==> src/rtl/piso_tx_sched_pkg.sv <==
// Shared types and default constants for the PISO transmit scheduler and its serializer.
package piso_tx_sched_pkg;

    typedef enum logic [1:0] {
        IDLE,
        LOAD,
        SHIFT,
        GAP
    } state_t;

    localparam int DEF_DATA_W       = 32;
    localparam int DEF_SHIFT_CYCLES = 64;

    // Index width able to address n items, never narrower than one bit.
    function automatic int idx_width(input int n);
        return (n > 1) ? $clog2(n) : 1;
    endfunction

endpackage

==> src/rtl/piso_tx_sched_rr_arbiter.sv <==
// Combinational round-robin pick: first valid source scanning upward from ptr+1, modulo N_SRC.
module piso_tx_sched_rr_arbiter
    import piso_tx_sched_pkg::*;
#(
    parameter int N_SRC = 4,
    localparam int ID_W = idx_width(N_SRC)
) (
    input  logic [N_SRC-1:0] valid,
    input  logic [ID_W-1:0]  ptr,
    output logic [ID_W-1:0]  sel,
    output logic             any_valid
);

    logic [N_SRC-1:0] rot;
    logic [ID_W-1:0]  slot_idx [N_SRC];

    // Slot gi holds the source that is gi+1 positions past the pointer.
    generate
        for (genvar gi = 0; gi < N_SRC; gi++) begin : g_rot
            assign slot_idx[gi] = ID_W'((int'(ptr) + 1 + gi) % N_SRC);
            assign rot[gi]      = valid[slot_idx[gi]];
        end
    endgenerate

    always_comb begin
        sel       = ptr;
        any_valid = 1'b0;
        for (int k = N_SRC - 1; k >= 0; k--) begin
            if (rot[k]) begin
                sel       = slot_idx[k];
                any_valid = 1'b1;
            end
        end
    end

endmodule

==> src/rtl/piso_tx_sched.sv <==
// Round-robin scheduler feeding one shared PISO serializer: accept, load pulse, xmit window, idle gap.
module piso_tx_sched
    import piso_tx_sched_pkg::*;
#(
    parameter int N_SRC        = 4,
    parameter int DATA_W       = DEF_DATA_W,
    parameter int SHIFT_CYCLES = DEF_SHIFT_CYCLES,
    parameter int GAP_CYCLES   = 4,
    parameter int CNT_W        = 16,
    localparam int ID_W        = idx_width(N_SRC)
) (
    input  logic                    clk,
    input  logic                    rst,
    input  logic                    enable,
    input  logic [N_SRC-1:0]        src_valid,
    input  logic [N_SRC*DATA_W-1:0] src_data,
    output logic [N_SRC-1:0]        src_ready,
    output logic                    piso_load,
    output logic                    piso_xmit,
    output logic [DATA_W-1:0]       piso_data,
    output logic                    busy,
    output logic [ID_W-1:0]         grant_id,
    output logic [CNT_W-1:0]        words_sent
);

    localparam int CYC_MAX = (SHIFT_CYCLES > GAP_CYCLES) ? SHIFT_CYCLES : GAP_CYCLES;
    localparam int CYC_W   = idx_width(CYC_MAX);

    state_t              state_reg, state_next;
    logic [CYC_W-1:0]    cyc_reg, cyc_next;
    logic [N_SRC-1:0]    src_ready_reg, src_ready_next;
    logic                piso_load_reg, piso_load_next;
    logic                piso_xmit_reg, piso_xmit_next;
    logic [DATA_W-1:0]   piso_data_reg, piso_data_next;
    logic                busy_reg;
    logic [ID_W-1:0]     grant_id_reg, grant_id_next;
    logic [CNT_W-1:0]    words_sent_reg, words_sent_next;

    logic [ID_W-1:0]     arb_sel;
    logic                arb_any;

    piso_tx_sched_rr_arbiter #(
        .N_SRC (N_SRC)
    ) u_arb (
        .valid     (src_valid),
        .ptr       (grant_id_reg),
        .sel       (arb_sel),
        .any_valid (arb_any)
    );

    // Outputs are registered copies of what the current state asks for, so each
    // strobe appears one cycle after the state that requests it.
    always_comb begin
        state_next      = state_reg;
        cyc_next        = cyc_reg;
        src_ready_next  = '0;
        piso_load_next  = 1'b0;
        piso_xmit_next  = 1'b0;
        piso_data_next  = piso_data_reg;
        grant_id_next   = grant_id_reg;
        words_sent_next = words_sent_reg;
        case (state_reg)
            IDLE: begin
                if (enable && arb_any) begin
                    src_ready_next[arb_sel] = 1'b1;
                    piso_data_next          = src_data[int'(arb_sel)*DATA_W +: DATA_W];
                    grant_id_next           = arb_sel;
                    state_next              = LOAD;
                end
            end
            LOAD: begin
                piso_load_next = 1'b1;
                cyc_next       = '0;
                state_next     = SHIFT;
            end
            SHIFT: begin
                piso_xmit_next = 1'b1;
                if (cyc_reg == CYC_W'(SHIFT_CYCLES - 1)) begin
                    cyc_next        = '0;
                    words_sent_next = words_sent_reg + CNT_W'(1);
                    state_next      = GAP;
                end else begin
                    cyc_next = cyc_reg + CYC_W'(1);
                end
            end
            GAP: begin
                if (cyc_reg == CYC_W'(GAP_CYCLES - 1)) begin
                    state_next = IDLE;
                end else begin
                    cyc_next = cyc_reg + CYC_W'(1);
                end
            end
            default: state_next = IDLE;
        endcase
    end

    always_ff @(posedge clk) begin
        if (rst) begin
            state_reg      <= IDLE;
            cyc_reg        <= '0;
            src_ready_reg  <= '0;
            piso_load_reg  <= 1'b0;
            piso_xmit_reg  <= 1'b0;
            piso_data_reg  <= '0;
            busy_reg       <= 1'b0;
            grant_id_reg   <= ID_W'(N_SRC - 1);
            words_sent_reg <= '0;
        end else begin
            state_reg      <= state_next;
            cyc_reg        <= cyc_next;
            src_ready_reg  <= src_ready_next;
            piso_load_reg  <= piso_load_next;
            piso_xmit_reg  <= piso_xmit_next;
            piso_data_reg  <= piso_data_next;
            busy_reg       <= (state_next != IDLE);
            grant_id_reg   <= grant_id_next;
            words_sent_reg <= words_sent_next;
        end
    end

    assign src_ready  = src_ready_reg;
    assign piso_load  = piso_load_reg;
    assign piso_xmit  = piso_xmit_reg;
    assign piso_data  = piso_data_reg;
    assign busy       = busy_reg;
    assign grant_id   = grant_id_reg;
    assign words_sent = words_sent_reg;

endmodule

==> config.mk <==
export PLATFORM = sky130hd
export DESIGN_NAME = piso_tx_sched
export DESIGN_NICKNAME = d
export VERILOG_FILES = /design/src/rtl/piso_tx_sched_pkg.sv /design/src/rtl/piso_tx_sched_rr_arbiter.sv /design/src/rtl/piso_tx_sched.sv
export SDC_FILE = /design/constraint.sdc
export NUM_CORES = 1
export LEC_CHECK = 0
export CAP_MARGIN = 30
export CORE_ASPECT_RATIO = 1.4
export CORE_MARGIN = 10
export CORE_UTILIZATION = 30
export DETAILED_ROUTE_END_ITERATION = 7
export PLACE_DENSITY_LB_ADDON = 0.05
export SLEW_MARGIN = 20
export SYNTH_ARGS = -nofsm -noshare
export SYNTH_HDL_FRONTEND = slang
export SYNTH_HIERARCHICAL = 1
export SYNTH_SLANG_ARGS = --single-unit
==> constraint.sdc <==
create_clock -name clk -period 2.95 [get_ports clk]
set_clock_uncertainty 0.05 [all_clocks]
set_input_delay 0.59 -clock clk [delete_from_list [all_inputs] [get_ports clk]]
set_output_delay 0.59 -clock clk [all_outputs]
set_load 0.02 [all_outputs]
==> results.py <==
metrics = {
    "run_status": {
        "status": "completed",
    },
    "synth": {
        "synth_top_family_by_area": "multiplexers",
        "synth_cell_types": 42,
        "synth.ff_latch_count": 65,
        "synth_nets": 492,
        "synthMuxAreaShare": 0.221,
        "yosys.area_share.simple": 0.209,
        "yosysWarnings": 6,
        "avgSynthCellArea_um2": 9.45,
        "synth_fa_ha_area_frac": 0.00746,
        "synth_edf_count": 0,
        "synth_compound_area_frac": 0.110,
        "syn_area_um2": 3350,
        "synth_ff_type": "dfxtp_1",
        "ys_seq_area_frac": 0.388,
        "synthCells": 355,
        "synth_xor_area_frac": 0.0209,
        "async_reset_ff_frac": 0,
    },
    "cells_and_area": {
        "fin_util": 0.524,
        "finalNetCount": 676,
        "drive_gt1_frac": 0.113,
        "layout_common_cells": "clkdlybuf4s50_1 (190), nand2_1 (79), dfxtp_1 (65)",
        "multi_input_area_um2": 1940,
        "regArea_um2": 1300,
        "num-fill-cells": 1036,
        "largest_reg_flops": 32,
        "diodes": 0,
        "syn_to_final_growth_pct": 70.5,
        "final_common_cell": "clkdlybuf4s50_1",
    },
    "power_and_ir_drop": {
        "p_leak_nw": 2.03,
        "switching_share": 0.267,
        "vdd_drop_max_mv": 0.191,
        "netSwitchingPower_w": 0.000718,
        "pwr_density_cell_nw_per_um2": 471,
        "clockPowerShare": 0.338,
        "combPwrFrac": 0.300,
        "p_int_w": 0.00197,
        "sequentialPowerShare": 0.363,
    },
    "critical_path": {
        "r2r-end": "words_sent[13]",
        "crit_end": "piso_data[26]",
        "r2r_cells": 6,
        "r2r-start": "cyc_reg[0]",
        "crit_path_end_kind": "register",
        "r2r_setup_slack_ns": 0.76,
        "cp.arrival_ns": 2.54,
        "cp-start-kind": "input port",
        "crit_path_max_fanout": 13,
        "setup.worst_path.start": "src_valid[3]",
        "path_class": "in -> reg",
        "crit_required_ns": 3.09,
    },
    "floorplan": {
        "initial_core_util": 0.307,
        "core_area_um2": 10900,
        "die-area_um2": 15900,
        "num_rows": 45,
        "fp.dieH_um": 145,
        "num_io_pins": 192,
        "die_w_um": 109,
    },
    "sta": {
        "holdWs_ns": 0.401,
        "fin_crit_sh": 0.813,
        "fin_crit_ns": 2.40,
        "tightest_slew_ns": 0.598,
        "grt_setup_unrepaired": "no",
        "drv_slew": 0,
        "finalWorstSetupSlack_ns": 0.551,
        "hold_viol": 0,
        "fmax_mhz": 417,
        "finalSetupViolations": 0,
        "relSlewSlack": 0.600,
    },
    "clock_network": {
        "clkTransAtPathRegs_ns": 0.05,
        "cts_root_buffer": "clkbuf_16",
        "cts_tree": "yes",
        "ctsHoldBuffers": 0,
        "cts_inserted_buffers": 9,
        "h-tree-depth": 3,
        "clk-insertion-delay-late_ns": 0.32,
        "postCtsSetupRepairBufs": 0,
        "cts.sinks": 65,
        "cts-resized-gates": 0,
        "clockBufferDepth": 2,
    },
    "placed_design": {
        "pre_cts_slack_ns": 0.194,
        "numPortBuffers": 191,
        "place_congestion": 0.770,
        "dp_hpwl_um": 9930,
    },
    "global_routing": {
        "antenna_found_initial": 0,
        "grt_pass1_wl_um": 19100,
        "track_usage": 0.155,
        "overflow": 0,
        "grt_max_degree": 41,
        "grt_pass1_vias": 3520,
    },
    "job": {
        "maxCapViolCount": 0,
    },
    "drt": {
        "drc": 0,
        "dr.first_iter.drc_count": 93,
        "dr.pass1.iters": 4,
        "routed_wl_um": 12300,
        "avgRoutedWirePerCell_um": 18.0,
        "avgViaCountPerCell": 4.94,
        "via_count": 3373,
        "drtAntennaViolNets": 0,
    },
    "worst_hold_path": {
        "hold_path_class": "reg -> reg",
    },
}
critical path: stages:
cell and delay [ns]:
clkdlybuf4s50_1 0.55, mux2i_1 0.15, o221ai_4 0.26, buf_4 0.31, mux4_2 0.54, nand2_1 0.08
a21oi_1 0.06
area by class of cell:
cell class | instances | share of cell area
repair buffers | 202 | 0.356
flip-flops and latches | 65 | 0.227
clock buffers | 13 | 0.0420
clock inverters | 1 | 0.000875
inverters | 6 | 0.00394
well taps | 141 | 0.0308
multi-input cells | 255 | 0.339
how the worst min path moves through the flow:
stage / slack [ns] / depth (start not counted) / endpoint / from
finish: 0.40 / 2 / piso_data[23] / piso_data[23]
global route: 0.43 / 2 / piso_data[23] / piso_data[23]
CTS: 0.40 / 2 / piso_data[23] / piso_data[23]
detailed placement: 0.40 / 2 / piso_data[23] / piso_data[23]
global placement: 0.39 / 2 / piso_data[4] / piso_data[4]
floorplan: 0.41 / 1 / piso_xmit / state_reg[0]
per-stage QoR:
| stage | instances | TNS (ns) | power, W | instance area (µm²) |
|---|---|---|---|---|
| after CTS | 683 | 0 | 0.00274 | 5720 |
| after global routing | 683 | 0 | 0.00284 | 5720 |
| after floorplan | 355 | 0 | 0.00141 | 3350 |
| final | 683 | 0 | 0.00269 | 5720 |
| after global placement | 668 | -0.788 | 0.00179 | 5450 |
| after detailed placement | 669 | 0 | 0.00182 | 5480 |
cell families (layout without fill, tap and decap cells):
logic type | count (synthesis) | count (layout)
fa+ha+maj | 2 | 2
xor+xnor | 8 | 8
compound gates | 65 | 65
mux | 34 | 34
simple gates | 146 | 146
flops | 65 | 65
buf+inv | 35 | 222
cells in the mapped netlist (all sizes together), types with 2 or more instances:
library cell	number	area (µm²)
nand4	2	12.5
xnor2	8	70.1
ha	2	25.0
nor4	6	37.5
dfxtp	65	1300
o31ai	5	37.5
clkbuf	23	88.8
and3	4	25.0
a21o	3	22.5
nand3	6	30.0
or4	6	45.0
nand2b	2	12.5
nand3b	4	30.0
or3	5	32.5
nor2	16	60.1
nor2b	3	18.8
inv	6	22.5
nor3	7	35.0
o21ai	4	20.0
a21oi	46	230
buf	6	35.0
mux4	32	721
nand2	79	297
metal layers:
| metal | vias up | global-route usage | part of all wire |
|---|---|---|---|
| met1 | 1580 | 0.157 | 0.36 |
| met4 | 0 | 0.0424 | 0.015 |
| met3 | 15 | 0.0810 | 0.11 |
| met5 | - | 0 | 0 |
| li1 | 1651 | - | - |
| met2 | 127 | 0.268 | 0.51 |
power groups by stage:
| stage | clock network, W | registers [W] | logic, W |
|---|---|---|---|
| 2_1_floorplan | 0 | 0.00105 | 0.000354 |
| 3_3_place_gp | 0 | 0.000991 | 0.000802 |
| 3_5_place_dp | 0 | 0.000994 | 0.000821 |
| 4_1_cts | 0.000939 | 0.000977 | 0.000823 |
| 5_1_grt | 0.000985 | 0.000984 | 0.000872 |
| 6_report | 0.000909 | 0.000977 | 0.000807 |
Power figures use the tool's default switching activity.
